[src/rtl/dmem_access_controller.sv]
// Data-memory access sequencer for the MEM stage.
// Issues every load/store over a req/ready handshake to a variable-latency
// memory, stalls F/D/E/M and bubbles MEM/WB while an access is outstanding,
// and flags a sticky error if the memory never answers.
//
// Ports:
//   clk, rst                   clock and synchronous active-high reset
//   MemReadM, MemWriteM        M-stage load / store indication
//   ALUResultM, WriteDataM     access address and store data
//   mem_req, mem_we            request and direction toward memory
//   mem_addr, mem_wdata        request address and write data
//   mem_ready, mem_rdata       memory completion and read data
//   ReadDataM                  load data toward MEM/WB
//   StallM, BubbleW            pipeline freeze and MEM/WB bubble
//   mem_err                    sticky watchdog error
//   StallCount                 saturating count of stalled cycles
module dmem_access_controller #(
    parameter int unsigned DATA_WIDTH = 32,
    parameter int unsigned TIMEOUT    = 255,
    parameter int unsigned CNT_WIDTH  = 32
) (
    input  logic                  clk,
    input  logic                  rst,
    input  logic                  MemReadM,
    input  logic                  MemWriteM,
    input  logic [DATA_WIDTH-1:0] ALUResultM,
    input  logic [DATA_WIDTH-1:0] WriteDataM,
    output logic                  mem_req,
    output logic                  mem_we,
    output logic [DATA_WIDTH-1:0] mem_addr,
    output logic [DATA_WIDTH-1:0] mem_wdata,
    input  logic                  mem_ready,
    input  logic [DATA_WIDTH-1:0] mem_rdata,
    output logic [DATA_WIDTH-1:0] ReadDataM,
    output logic                  StallM,
    output logic                  BubbleW,
    output logic                  mem_err,
    output logic [CNT_WIDTH-1:0]  StallCount
);

    localparam int unsigned WAIT_W = 16;

    typedef enum logic [1:0] {
        IDLE,
        WAIT,
        ERROR
    } state_t;

    state_t                state;
    state_t                state_next;
    logic [DATA_WIDTH-1:0] addr_q;
    logic [DATA_WIDTH-1:0] wdata_q;
    logic                  we_q;
    logic [WAIT_W-1:0]     wait_cnt;
    logic [WAIT_W-1:0]     wait_cnt_next;
    logic                  err_q;
    logic                  err_next;
    logic                  capture;
    logic                  access;

    assign access    = MemReadM | MemWriteM;
    // Load data passes straight through; it only matters on a completing read.
    assign ReadDataM = mem_rdata;

    // Next-state and output decode.
    always_comb begin
        state_next    = state;
        wait_cnt_next = wait_cnt;
        err_next      = err_q;
        capture       = 1'b0;
        mem_req       = 1'b0;
        mem_we        = 1'b0;
        mem_addr      = '0;
        mem_wdata     = '0;
        StallM        = 1'b0;
        BubbleW       = 1'b0;
        mem_err       = err_q;

        case (state)
            IDLE: begin
                mem_req   = access;
                mem_we    = MemWriteM;
                mem_addr  = ALUResultM;
                mem_wdata = WriteDataM;
                if (access && !mem_ready) begin
                    StallM        = 1'b1;
                    BubbleW       = 1'b1;
                    capture       = 1'b1;
                    wait_cnt_next = WAIT_W'(1);
                    state_next    = WAIT;
                end
            end
            WAIT: begin
                // Request is replayed from the captured copy so the pipeline
                // inputs may change freely while frozen.
                mem_req   = 1'b1;
                mem_we    = we_q;
                mem_addr  = addr_q;
                mem_wdata = wdata_q;
                if (mem_ready) begin
                    state_next = IDLE;
                end else begin
                    StallM  = 1'b1;
                    BubbleW = 1'b1;
                    if (wait_cnt < WAIT_W'(TIMEOUT)) begin
                        wait_cnt_next = wait_cnt + WAIT_W'(1);
                    end else begin
                        err_next   = 1'b1;
                        state_next = ERROR;
                    end
                end
            end
            ERROR: begin
                StallM  = 1'b1;
                BubbleW = 1'b1;
            end
            default: begin
                state_next = IDLE;
            end
        endcase

        // Reset silences the memory interface in the same cycle, aborting
        // any outstanding request.
        if (rst) begin
            mem_req   = 1'b0;
            mem_we    = 1'b0;
            mem_addr  = '0;
            mem_wdata = '0;
            StallM    = 1'b0;
            BubbleW   = 1'b0;
            mem_err   = 1'b0;
        end
    end

    // State, captured request, watchdog and stall counter.
    always_ff @(posedge clk) begin
        if (rst) begin
            state      <= IDLE;
            addr_q     <= '0;
            wdata_q    <= '0;
            we_q       <= 1'b0;
            wait_cnt   <= '0;
            err_q      <= 1'b0;
            StallCount <= '0;
        end else begin
            state    <= state_next;
            wait_cnt <= wait_cnt_next;
            err_q    <= err_next;
            if (capture) begin
                addr_q  <= ALUResultM;
                wdata_q <= WriteDataM;
                we_q    <= MemWriteM;
            end
            if (StallM && (StallCount != '1)) begin
                StallCount <= StallCount + CNT_WIDTH'(1);
            end
        end
    end

endmodule

[config.mk]
export PLATFORM = sky130hd
export DESIGN_NAME = dmem_access_controller
export DESIGN_NICKNAME = d
export VERILOG_FILES = /design/src/rtl/dmem_access_controller.sv
export SDC_FILE = /design/constraint.sdc
export NUM_CORES = 1
export LEC_CHECK = 0
export BUFFER_PORTS_ARGS = -buffer_cell sky130_fd_sc_hd__buf_2
export CORE_AREA = 5 5 113 115
export DETAILED_ROUTE_END_ITERATION = 10
export DIE_AREA = 0 0 118 120
export GPL_TIMING_DRIVEN = 0
export PLACE_DENSITY = 0.84
export SLEW_MARGIN = 20
export SYNTH_ARGS = -nofsm -noshare
export SYNTH_HDL_FRONTEND = slang
export SYNTH_SLANG_ARGS = --single-unit
[constraint.sdc]
create_clock -name clk -period 5.3 [get_ports clk]
set_input_delay 1.06 -clock clk [delete_from_list [all_inputs] [get_ports clk]]
set_output_delay 1.06 -clock clk [all_outputs]
set_load 0.01 [all_outputs]
# Word-level counts from Yosys, hierarchy flattened
# Index checks and enable logic that the tools add are counted.
dict set report totals {
  ff_bits 116
  output_inout_bits 133
}
dict set report classes {
  n_addsub 2
  n_lt_le_gt_ge 1
  n_eq_ne 7
  n_mux 22
  bitwise_logic 4
  n_reduce_logical 8
}
# operator n
set op_table {}
lappend op_table {{32-bit one-hot mux with 2 select lines} 2}
lappend op_table {{32-bit two-way mux} 2}
lappend op_table {{16-bit two-way mux} 3}
lappend op_table {{32-bit by 1-bit adder with 32-bit output, second input constant} 1}
lappend op_table {{32-bit != test, second input constant} 1}
lappend op_table {{16-bit one-hot mux with 2 select lines} 1}
lappend op_table {{16-bit by 1-bit adder with 16-bit output, second input constant} 1}
lappend op_table {{16-bit by 8-bit < comparator with 1-bit output, second input constant} 1}
lappend op_table {{1-bit two-way mux} 7}
lappend op_table {{2-bit two-way mux} 3}
lappend op_table {{2-bit != test, second input constant} 3}
lappend op_table {{2-bit one-hot mux with 3 select lines} 1}
lappend op_table {{3-bit AND reduction} 2}
lappend op_table {{1-bit one-hot mux with 2 select lines} 2}
lappend op_table {{4-bit AND reduction} 1}
lappend op_table {{3-bit != test, second input constant} 1}
lappend op_table {{1-bit inverter} 3}
lappend op_table {{1-bit one-hot mux with 3 select lines} 1}
lappend op_table {{2-bit by 1-bit == test with 1-bit output, second input constant} 1}
lappend op_table {{2-bit == test, second input constant} 1}
lappend op_table {{1-bit logical AND} 2}
lappend op_table {{2-bit zero test} 1}
lappend op_table {{2-bit nonzero test} 1}
lappend op_table {{1-bit zero test} 1}
lappend op_table {{1-bit bitwise OR} 1}

# Longest topological paths before layout
dict set report logic_depth {
  depth_word 6
  mapped_depth 8
}

# Worst setup path after synthesis
# Ideal clock, no wire load.
dict set report synth_timing {
  path_type {input to output}
  startpoint {input port rst}
  endpoint {output port mem_addr[21]}
  t_arrival_ns 2.109
  path_slack_ns 2.131
  path_stages 5
  path_buffers 3
  cell_sequence {buf_2 > or2_2 > clkbuf_1 > buf_1 > nor2_1}
}
dict set report synth_via {
  elab_chain_len 1
}
# element line_no
set synth_rtl {}
lappend synth_rtl {{start: declaration} 23} ;# input logic rst,
lappend synth_rtl {{32-bit two-way mux} 124} ;# if (rst) begin
lappend synth_rtl {{end: declaration} 30} ;# output logic [DATA_WIDTH-1:0] mem_addr,
# Every way passes these cells.

# Final worst setup path
dict set report layout_timing {
  startpoint {input port rst}
  endpoint {output port mem_addr[5]}
}
# Same word-level chain as after synthesis.

==> metrics <==
DRT iter0 DRCs 367; Place WS 1.42 ns; port buffer count 201; largest net degree at the start of global routing 17; cell taking the most area after synthesis dfxtp_1; worst hold margin 0.453 ns; DIE HEIGHT 120 µm; CP delay by family, top buffers and inverters; RD Place Congestion 0.822; total grt overflow 0; routed vias/inst 5.39; highest clock rate 0.257 GHz; crit path time final 3.90 ns; io pins 234; Main synth FF type dfxtp_1; cts repair resizes 0; Worst Setup Slack, final 1.40 ns; leak pwr 3.30 nW; relative slew slack 0.469; sequential area share after synthesis 0.389; synth top area cells dfxtp_1 (39%), mux2i_1 (11%), nand2_1 (9.2%), a21oi_1 (7.5%), nor2_1 (5.8%); vias in the first global route 5,526; clk slew on worst S/H paths 0.06 ns; Fin. Hold Viols 0; worst slew pin tran 0.797 ns; total power draw 2.40 mW; Worst IR Drop VDD 0.221 mV; initial antenna violation count 2; setup violators final 0; cell count after synthesis 752; CTS root buffer clkbuf_16; HPWL after DPL 12,500 µm; Seq cells post-synth 116; TritonCTS clock tree yes; PD cells 308 nW/µm²; core area 11,700 µm²; # rows 40; outcome completed; syn nets 855; Area Growth Syn to Fin 30.1%; CTS Buf Count 17; Post-synth top cells nand2_1 (146), dfxtp_1 (116), nor2_1 (93); Setup crit end kind output port; crit share post-route 0.735; initial core utilization 0.510; drt first pass iters 7; share of the synthesized area in the top cell type 0.389; Die Span X 118 µm; Inserted Diodes 0; worst clock skew 0.00737 ns; WL/cell 15.0 µm; post-synth cell types 52; RSZ-0062 raised after global routing false; worst skew pair latency 0.41 ns; fillers 1,042; async set or reset register ratio after synthesis 0; nets 1,075; Worst Path Required 4.24 ns; HP Class flip-flop to flip-flop; CP peak stage delay 0.51 ns; post-route ant nets 0; H-tree Lvls 4; placed insts 1,100; EDFF count, synth 0; arrival time worst endpoint 2.84 ns; layout cells sized above 1 0.302; non-filler cells, final 1,132; CP Class input port to output port; Post-CTS Setup Bufs 0; Post-Route Setup TNS 0 ns; Buf/Inv on CP 5; global-route usage over all layers 0.228; vias 6,096; CTS Sinks 116; Crit Path Max Fanout 10; drt drc 0; die area 14,200 µm²; most used cell, CP buf_2; Hold Buf Count CTS 0; yosys warns 0; deepest clock path buffer count 2; Slew Limit Fails 0; worst-path cell chain buf_2 -> buf_2 -> or2_2 -> clkbuf_1 -> clkbuf_1 -> nor2_1 -> buf_2; slowest CP cell clkbuf_1; synthesized area per cell 7.94 µm²; count leader, synth nand2_1; max-cap violations 0; CP startpoint kind input port; Mapped Area 5970 µm²; Post-Route WL 16,900 µm; global-route wire length before repair 26,600 µm
-- cells in the final DEF, fill, tap and decap left out, drive strengths merged, types with 13 or more instances in the layout --
cell type  count
buf          251
nand2        146
dfxtp        116
nor2          93
a21oi         92
mux2i         68
clkbuf        49
or3           17
nand3         17
o21ai         15
inv           14
nand4         13
-- logic make-up (layout without fill, tap and decap cells) --
| family | Yosys count | after routing | share of synthesized area |
|---|---|---|---|
| and+or+nand+nor | 328 | 328 | 0.250 |
| adders and majority gates | 2 | 2 | 0.00419 |
| AOI/OAI and AO/OA | 133 | 133 | 0.136 |
| muxes | 71 | 71 | 0.121 |
| xor gates and xnor gates | 9 | 9 | 0.0132 |
| buffers and inverters | 93 | 326 | 0.0869 |
| DFF | 116 | 116 | 0.389 |
-- registers in the layout, indices dropped and copies added, names as in the netlist --
name	count
wdata_q	32
wait_cnt	16
addr_q	32
we_q	1
state	2
err_q	1
StallCount	32
-- report_power, final --
part / leakage, nW / switching (mW) / internal (mW) / total [mW]
clock: 0.290 / 0.425 / 0.742 / 1.17
combinational: 2.07 / 0.179 / 0.130 / 0.309
sequential: 0.944 / 0.0168 / 0.904 / 0.921
-- worst reg2reg max path, stage by stage (launching register included) --
cell and delay [ns]:
dfxtp_1 0.40, ha_1 0.22, nand4_1 0.21, nor4_2 0.46, nand3_1 0.33, or4_1 0.48
a21oi_1 0.15
-- cell type report --
class	instances	area, µm²	area share
Multi-Input combinational cell	543	3130	0.403
Sequential cell	116	2320	0.299
Timing Repair Buffer	201	1010	0.129
Buffer	82	478	0.0615
Clock buffer	17	425	0.0548
Tap cell	147	184	0.0237
Clock inverter	15	180	0.0232
Inverter	11	41.3	0.00531
-- metrics by stage --
stage               cell area (µm²)   util
floorplan                      5970      -
global placement               7160  0.612
detailed placement             7160  0.612
CTS                            7770  0.663
global route                   7770  0.663
finish                         7770  0.663
-- routing by layer --
metal | up-vias | global-route usage | routed length (µm)
li1 | 2996 | - | -
met1 | 2840 | 0.262 | 6890
met2 | 228 | 0.392 | 8470
met3 | 28 | 0.0801 | 1280
met4 | 4 | 0.0796 | 277
met5 | - | 0 | 25
-- path summary, 6_finish.rpt --
check | start | to | slack, ns | depth (start not counted)
max | rst | mem_addr[5] | 1.40 | 7
min | wdata_q[18]$_SDFFE_PP0N_ | wdata_q[18]$_SDFFE_PP0N_ | 0.45 | 2
min reg2reg | wdata_q[18]$_SDFFE_PP0N_ | wdata_q[18]$_SDFFE_PP0N_ | 0.45 | 2
max reg2reg | StallCount[0]$_SDFFE_PP0P_ | StallCount[30]$_SDFFE_PP0P_ | 3.00 | 6
No activity file was read; power rests on OpenSTA's default activity.
